File: src/rtl/tile_mode_sequencer.sv
// GEMM tile sequencer: classifies a (ksize, nsize) job into an array
// mode and walks it as array-sized tiles over a valid/ready handshake.
module tile_mode_sequencer #(
  parameter int SYS_ROWS = 4,
  parameter int SYS_COLS = 4,
  parameter int DIM_W    = 8
) (
  input  logic             clk,
  input  logic             rst,
  input  logic             start,
  input  logic [DIM_W-1:0] ksize,
  input  logic [DIM_W-1:0] nsize,
  output logic             busy,
  output logic             err,
  output logic [1:0]       mode,
  output logic             if_mux_sel,
  output logic             w_mux_sel,
  output logic             tile_valid,
  input  logic             tile_ready,
  output logic [DIM_W-1:0] tile_k_base,
  output logic [DIM_W-1:0] tile_n_base,
  output logic [DIM_W-1:0] tile_k_rows,
  output logic [DIM_W-1:0] tile_n_cols,
  output logic             tile_last,
  output logic             done
);

  typedef enum logic [1:0] {
    IDLE,
    DECODE,
    ISSUE,
    FIN
  } state_t;

  localparam logic [DIM_W:0] ROWS_X =
    (DIM_W+1)'(SYS_ROWS);
  localparam logic [DIM_W:0] COLS_X =
    (DIM_W+1)'(SYS_COLS);

  state_t           state;
  logic [DIM_W-1:0] ksz;
  logic [DIM_W-1:0] nsz;
  logic [DIM_W-1:0] k_base;
  logic [DIM_W-1:0] n_base;

  logic [DIM_W:0]   k_sum;
  logic [DIM_W:0]   n_sum;
  logic [DIM_W-1:0] k_rem;
  logic [DIM_W-1:0] n_rem;
  logic             last_k;
  logic             last_n;
  logic             tall_in;
  logic             wide_in;
  logic             zero_in;

  // Sums carry one extra bit so bases near the top never wrap.
  assign k_sum  = {1'b0, k_base} + ROWS_X;
  assign n_sum  = {1'b0, n_base} + COLS_X;
  assign last_k = k_sum >= {1'b0, ksz};
  assign last_n = n_sum >= {1'b0, nsz};
  assign k_rem  = ksz - k_base;
  assign n_rem  = nsz - n_base;

  assign tall_in = {1'b0, ksize} <= ROWS_X;
  assign wide_in = {1'b0, nsize} > COLS_X;
  assign zero_in = (ksize == '0) || (nsize == '0);

  assign tile_k_base = k_base;
  assign tile_n_base = n_base;

  assign tile_k_rows =
    ({1'b0, k_rem} > ROWS_X) ?
    ROWS_X[DIM_W-1:0] : k_rem;
  assign tile_n_cols =
    ({1'b0, n_rem} > COLS_X) ?
    COLS_X[DIM_W-1:0] : n_rem;

  assign tile_last = tile_valid & last_k & last_n;

  always_ff @(posedge clk or negedge rst) begin
    if (!rst) begin
      state      <= IDLE;
      ksz        <= '0;
      nsz        <= '0;
      k_base     <= '0;
      n_base     <= '0;
      busy       <= 1'b0;
      err        <= 1'b0;
      done       <= 1'b0;
      mode       <= 2'b00;
      if_mux_sel <= 1'b0;
      w_mux_sel  <= 1'b0;
      tile_valid <= 1'b0;
    end else begin
      err  <= 1'b0;
      done <= 1'b0;
      unique case (state)
        IDLE: begin
          if (start && zero_in) begin
            err <= 1'b1;
          end else if (start) begin
            // Classify from the same values being latched.
            ksz        <= ksize;
            nsz        <= nsize;
            mode       <= {tall_in, ~wide_in};
            if_mux_sel <= ~tall_in;
            w_mux_sel  <= tall_in;
            busy       <= 1'b1;
            state      <= DECODE;
          end
        end
        DECODE: begin
          k_base     <= '0;
          n_base     <= '0;
          tile_valid <= 1'b1;
          state      <= ISSUE;
        end
        ISSUE: begin
          if (tile_ready) begin
            if (last_k && last_n) begin
              tile_valid <= 1'b0;
              done       <= 1'b1;
              state      <= FIN;
            end else if (last_k) begin
              k_base <= '0;
              n_base <= n_sum[DIM_W-1:0];
            end else begin
              k_base <= k_sum[DIM_W-1:0];
            end
          end
        end
        FIN: begin
          busy  <= 1'b0;
          state <= IDLE;
        end
        default: begin
          state <= IDLE;
        end
      endcase
    end
  end

endmodule

File: config.mk
export PLATFORM = sky130hd
export DESIGN_NAME = tile_mode_sequencer
export DESIGN_NICKNAME = d
export VERILOG_FILES = /design/src/rtl/tile_mode_sequencer.sv
export SDC_FILE = /design/constraint.sdc
export NUM_CORES = 1
export LEC_CHECK = 0
export CORE_ASPECT_RATIO = 0.5
export CORE_MARGIN = 2
export CORE_UTILIZATION = 55
export DETAILED_ROUTE_END_ITERATION = 10
export PLACE_DENSITY_LB_ADDON = 0.15
export SLEW_MARGIN = 20
export SYNTH_ARGS = -nofsm -noshare
export SYNTH_HDL_FRONTEND = slang
export SYNTH_SLANG_ARGS = --single-unit
File: constraint.sdc
create_clock -name clk -period 6.8 [get_ports clk]
set_input_delay 1.7 -clock clk [delete_from_list [all_inputs] [get_ports clk]]
set_output_delay 1.7 -clock clk [all_outputs]
set_load 0.01 [all_outputs]
==> results of run 1 <==
[flip-flops by register name (all words and copies together) (netlist names)]
register	flops
busy	1
if_mux_sel	1
mode	2
tile_valid	1
tile_n_base	6
nsz	8
tile_k_base	6
err	1
done	1
state	2
ksz	8
[cells in the mapped netlist (3+ instances only)]
cell	count	area (um^2)
xor2_1	6	52.6
nand4_1	4	25.0
a21oi_1	7	35.0
nand3_1	16	80.1
ha_1	30	375
a22o_1	4	35.0
and2_1	5	31.3
nor3_1	10	50.1
xnor2_1	6	52.6
a211o_1	3	26.3
nand2b_1	4	25.0
or3_1	3	18.8
nand2_1	15	56.3
a211oi_1	5	37.5
and3_1	5	31.3
buf_4	16	120
mux2_1	3	33.8
mux2_2	18	203
inv_1	34	128
a21o_1	5	37.5
nor2_1	9	33.8
nor4_1	4	25.0
a31oi_1	4	25.0
o21ai_0	7	35.0
mux2i_1	5	50.1
dfrtp_1	37	926
[logic make-up (layout without fill, tap and decap cells)]
family / after synthesis / count (layout) / share of synthesized area [%]
AND/OR/NAND/NOR: 89 / 89 / 17.3
AO/OA/AOI/OAI: 56 / 56 / 14.9
buffers and inverters: 55 / 87 / 9.20
flip-flops: 37 / 37 / 31.7
adder cells (fa/ha/maj): 30 / 30 / 12.8
multiplexers: 26 / 26 / 9.80
XOR/XNOR: 13 / 13 / 4.15
other: 1 / 16 / 0.128
[worst register-to-register path: cells and delay by family (launching register included)]
family,cells,cell delay [ns]
AOI/OAI and AO/OA,1,0.18
xor gates and xnor gates,1,0.16
adders and majority gates,2,0.61
DFF,1,0.46
muxes,1,0.39
and+or+nand+nor,4,1.00
[where the power goes]
part / internal (uW) / switching, uW / total [uW]
Clock: 67.5 / 74.4 / 142
Sequential: 285 / 68.8 / 354
Combinational: 330 / 402 / 732
Total: 682 / 545 / 1230
[routing by layer]
| layer | up-vias | track usage [%] | part of all wire [%] |
|---|---|---|---|
| met5 | - | 0 | 0 |
| met1 | 1142 | 28.0 | 45 |
| met2 | 42 | 42.4 | 51 |
| met4 | 0 | 3.34 | 0.27 |
| li1 | 1172 | - | - |
| met3 | 2 | 4.01 | 3.0 |
[worst paths after layout]
| check | start | endpoint | slack [ns] | cells after the start |
|---|---|---|---|---|
| setup / recovery | tile_k_base[4] | tile_last | 2.05 | 9 |
| hold / removal | mode[0] | mode[0] | 0.49 | 2 |
| setup reg to reg | tile_k_base[3] | tile_n_base[5] | 3.88 | 9 |
| hold reg to reg | mode[0] | mode[0] | 0.49 | 2 |
| max in group asynchronous | rst | ksz[1] | 4.63 | 2 |
| min in group asynchronous | rst | nsz[0] | 1.83 | 2 |
[layout make-up]
cell class	count	area, um^2
Inverter	34	128
Clock inverter	1	5.00
Timing Repair Buffer	47	468
Multi-Input combinational cell	230	1780
Sequential cell	37	926
Clock buffer	5	68.8
Tap cell	70	87.6
Fill cell	399	1560
[per-stage QoR]
| step | utilization [%] | hold slack, ns | worst slack [ns] | area [um^2] | std cells |
|---|---|---|---|---|---|
| 3_5_place_dp | 67.6 | 0.480 | 2.38 | 3390 | 418 |
| 4_1_cts | 69.0 | 0.496 | 2.06 | 3470 | 424 |
| 5_1_grt | 69.0 | 0.541 | 1.88 | 3470 | 424 |
| 6_report | 69.0 | 0.486 | 2.05 | 3470 | 424 |
| 2_1_floorplan | - | 0.491 | 2.95 | 2980 | 322 |
| 3_3_place_gp | 67.6 | 0.461 | 2.46 | 3390 | 418 |
==> run metrics, run 1 <==
Die Width=107 um; number of port buffers=46; period utilization=69.8%; slowest stage delay, CP=0.47 ns; diode count=0; # DRC=0; Distinct cells, synth=57; Setup Skew=0.00779 ns; ys flop type=dfrtp_1; Avg WL per Cell=15.0 um; CTS tree=built; ys async rst share=100%; initial antenna violation count=0; Relative slew margins=45.6%; H-Tree Depth=2; VDD IR max=247 uV; Max-Cap Viols=0; CTS Buf Count=5; I/O pin cnt=61; CP cell instances=inv_1 -> nor3_1 -> xor2_1 -> ha_1 -> a41oi_1 -> o221ai_2 -> or2_1 -> and3_1 -> clkdlybuf4s50_1; CTS root buf=clkbuf_8; WP data arrival=3.05 ns; DRT antenna net count=0; largest net degree at the start of global routing=38; Initial Utilization=58.2%; fmax=0.211 GHz; Total Routing Usage GR=22.7%; critical path required time=5.10 ns; pins over their slew limit=0; Worst Max-Slew Pin Slew=0.816 ns; final net count=405; CP endpoint kind=primary output; cts hold-fix bufs=0; core footprint=5020 um^2; initial detailed-routing violation count=103; Area growth syn-to-layout=18.6%; CP max-delay cell=clkdlybuf4s50_1; CP Class=register to primary output; Clock Latency Late Sink=0.28 ns; Overall Power=1230 uW; most frequent cells in the layout=46 x clkdlybuf4s50_1, 37 x dfrtp_1, 34 x inv_1, 30 x ha_1, 18 x mux2_2; via/cell ratio=5.56; Worst-path clk slew=0.08 ns; DR pass1 iterations=4; DP Wirelength=5.00 mm; CP bufs+invs=2; RSZ-0062 raised after global routing=false; Synth Instances=307; syn_area_per_cell=9.52 um^2; post-CTS resize count=0; die area=5950 um^2; status=finished clean; Pleak=0.00153 uW; gpl congestion=0.842; vias in the first global route=2413; first-pass GRT wire length=11.0 mm; Crit Path Max Fanout=10; Vert. Die Dim=55.5 um; synth warn=0; row count=18; most common cell after layout, fill and taps aside=clkdlybuf4s50_1; final setup fails=0; Tmin final=4.75 ns; drt total wl=6.36 mm; setup TNS=0 ns; Synth Register Bits=37; Worst Hold Class=register to register; crit path launch type=register; CP delay by family, top=simple AND/OR/NAND/NOR gates; synthesized area=2920 um^2; Post-synth EDFFs=0; Cell Pwr Density=354 nW/um^2; layout cells sized above 1=10.5%; clock sinks=37; Final Hold Viols=0; Seq/Total Area, Yosys=31.7%; routed vias=2358; buffer depth of the longest clock path=2; Congestion Overflow GR=0; post-CTS setup repair buffer count=0
Power figures use the tool's default switching activity.
==> run 2: changes to the inputs <==
- CORE_UTILIZATION: 55 -> 47
- clock period: 6.8 -> 4.2 ns (I/O delays scaled with it)
==> run 2 against run 1 <==
Against the previous run:
- count of clock-buffer cells in the layout increased by 2
- worst setup slack got worse by 1.9 ns
- design area increased by 2.7%
- critical path depth unchanged
- wire length increased by 5.0%
- power increased by 74%
- flip-flop and latch count unchanged
- register-to-register slack got worse by 2.7 ns
- first-iteration DRC count increased by 4.9%
- non-clock buffer count unchanged
- clock skew decreased by 0.0033 ns
- global-route usage decreased by 1.7 points
- critical path type unchanged
- critical endpoint unchanged
- largest cell class unchanged
==> run metrics, run 2 (synthesis results as in run 1) <==
status=finished clean; Setup Skew=0.00453 ns (-0.00326 ns); Relative slew margins=44.2% (-1.4 points); CP cell instances=inv_1 -> nor3_1 -> xor2_1 -> ha_1 -> a41oi_1 -> o221ai_2 -> or2_1 -> and3_1 -> clkdlybuf4s50_1; setup TNS=0 ns (unchanged); Max-Cap Viols=0 (unchanged); CP endpoint kind=primary output; via/cell ratio=5.48 (-1.4%); origin of the critical flop-to-flop path=tile_k_base[4]; DRT antenna net count=0 (unchanged); Avg WL per Cell=15.1 um (+0.47%); Total Routing Usage GR=21.0% (-1.7 points); CTS tree=built; Psw=903 uW (+66%); final net count=405 (unchanged); FF-to-FF End=tile_n_base[7]; crit path launch type=register; CTS Buf Count=5 (unchanged); biggest regs=ksz (8), nsz (8); R2R depth=10 (+1); most common cell after layout, fill and taps aside=clkdlybuf4s50_1; Worst Hold Class=register to register; gpl congestion=0.822 (-2.3%); sequential power share=27.1% (-1.7 points); RSZ-0062 raised after global routing=false; Clock Latency Late Sink=0.28 ns (about the same); VDD IR max=347 uV (+41%); die area=6900 um^2 (+16%); Initial Utilization=48.5% (-9.7 points); core footprint=6030 um^2 (+20%); largest net degree at the start of global routing=38 (unchanged); DR pass1 iterations=4 (unchanged); part of the power in the clock network=17.6% (+6.0 points); drt total wl=6.67 mm (+5.0%); internal power=1230 uW (+81%); initial detailed-routing violation count=108 (+4.9%); # DRC=0 (unchanged); DP Wirelength=5.13 mm (+2.5%); R2R setup slack=1.23 ns (-2.65 ns); I/O pin cnt=61 (unchanged); period utilization=95.3%; fill cell count=524 (+31%); routed vias=2429 (+3.0%); Comb power frac=55.3% (-4.3 points); buffer depth of the longest clock path=2 (unchanged); final std cells w/o fill=443 (+4.5%); area of the multi-input gates=1790 um^2 (+0.35%); diode count=0 (unchanged); CTS root buf=clkbuf_16; Final Hold Viols=0 (unchanged); H-Tree Depth=2 (unchanged); Crit Path Max Fanout=6 (-4); Vert. Die Dim=59.8 um (+7.6%); critical path launch point=tile_k_base[4]; number of port buffers=46 (unchanged); Pleak=0.00156 uW (+2.4%); WP data arrival=2.95 ns (-0.10 ns); Area growth syn-to-layout=21.8%; vias in the first global route=2454 (+1.7%); FF+latch area=927 um^2 (+0.14%); layout cells sized above 1=11.3% (+0.82 points); pins over their slew limit=0 (unchanged); CP max-delay cell=clkdlybuf4s50_1; Tmin final=4.00 ns; fmax=0.250 GHz; initial antenna violation count=0 (unchanged); Congestion Overflow GR=0 (unchanged); critical path required time=3.15 ns (-1.95 ns); Worst Setup EP=tile_last; first-pass GRT wire length=11.4 mm (+4.2%); most frequent cells in the layout=45 x clkdlybuf4s50_1, 36 x dfrtp_1, 34 x inv_1, 30 x ha_1, 18 x mux2_2; row count=20 (+2); clock sinks=37 (unchanged); Die Width=116 um (+7.9%); placed cell count=436 (+4.3%); final setup fails=0 (unchanged); CP Class=register to primary output; switch share=42.3% (-2.1 points); Cell Pwr Density=600 nW/um^2 (+69%); slowest stage delay, CP=0.47 ns (about the same); Worst-path clk slew=0.06 ns (-0.02 ns); Worst Max-Slew Pin Slew=0.837 ns (+0.0206 ns)
run 2: worst min-delay path by stage:
stage / startpoint / end / slack (ns) / cells after the start
4_1_cts: mode[0] / mode[0] / 0.50 / 2
6_report: mode[0] / mode[0] / 0.49 / 2
3_5_place_dp: mode[0] / mode[0] / 0.48 / 2
2_1_floorplan: ksz[6] / ksz[6] / 0.49 / 1
3_3_place_gp: mode[0] / mode[0] / 0.46 / 2
5_1_grt: mode[0] / mode[0] / 0.53 / 2
run 2: timing repair:
| action | CTS | global route |
|---|---|---|
| endpoints found under the hold margin | 0 | 0 |
| hold buffers | 0 | 0 |
| resized for setup | 0 | 3 |
| buffers inserted | 0 | 0 |
| endpoints found under the setup margin | 0 | 3 |
run 2: area by class of cell:
class                   instances  area share (%)
multi-input cells             230            50.3
clock buffers                   7            4.01
repair buffers                 47            13.0
flip-flops and latches         37            26.0
inverters                      34            3.58
well taps                      88            3.09
run 2: through the flow:
stage               hold WS [ns]  cell area, um^2  power [uW]  util (%)  setup slack, ns
floorplan                  0.491             2980        1450         -            0.999
global placement           0.464             3410        1690      56.6            0.484
detailed placement         0.484             3410        1750      56.6            0.445
CTS                        0.497             3550        2130      58.9            0.104
global route               0.528             3560        2310      59.0           0.0297
finish                     0.492             3560        2130      59.0            0.198
run 2: power by group through the flow:
stage / Sequential [uW] / Clock, uW / Combinational (uW)
5_1_grt: 592 / 395 / 1320
3_3_place_gp: 577 / 0 / 1110
6_report: 578 / 376 / 1180
4_1_cts: 575 / 381 / 1180
2_1_floorplan: 544 / 0 / 910
3_5_place_dp: 580 / 0 / 1170
run 2: worst max-delay path: cells and delay by family, from the launching register on:
family	cells	cell delay (ns)
AOI/OAI and AO/OA	2	0.35
DFF	1	0.45
and+or+nand+nor	3	0.74
xor gates and xnor gates	1	0.22
buffers and inverters	2	0.61
adders and majority gates	1	0.30
run 2: per-layer routing:
| layer | global-route usage [%] | part of all wire, % | routed length (um) |
|---|---|---|---|
| met1 | 26.3 | 47 | 3130 |
| met2 | 36.9 | 48 | 3190 |
| met3 | 4.97 | 3.8 | 252 |
| met4 | 6.20 | 1.6 | 107 |
| met5 | 0 | 0 | 0 |
==> run 3: changes to the inputs <==
- HOLD_SLACK_MARGIN: not set -> 0.02
- SKIP_LAST_GASP: not set -> 1
==> results of run 3 <==
Final layout, timing and power as in run 2 (identical DEF).
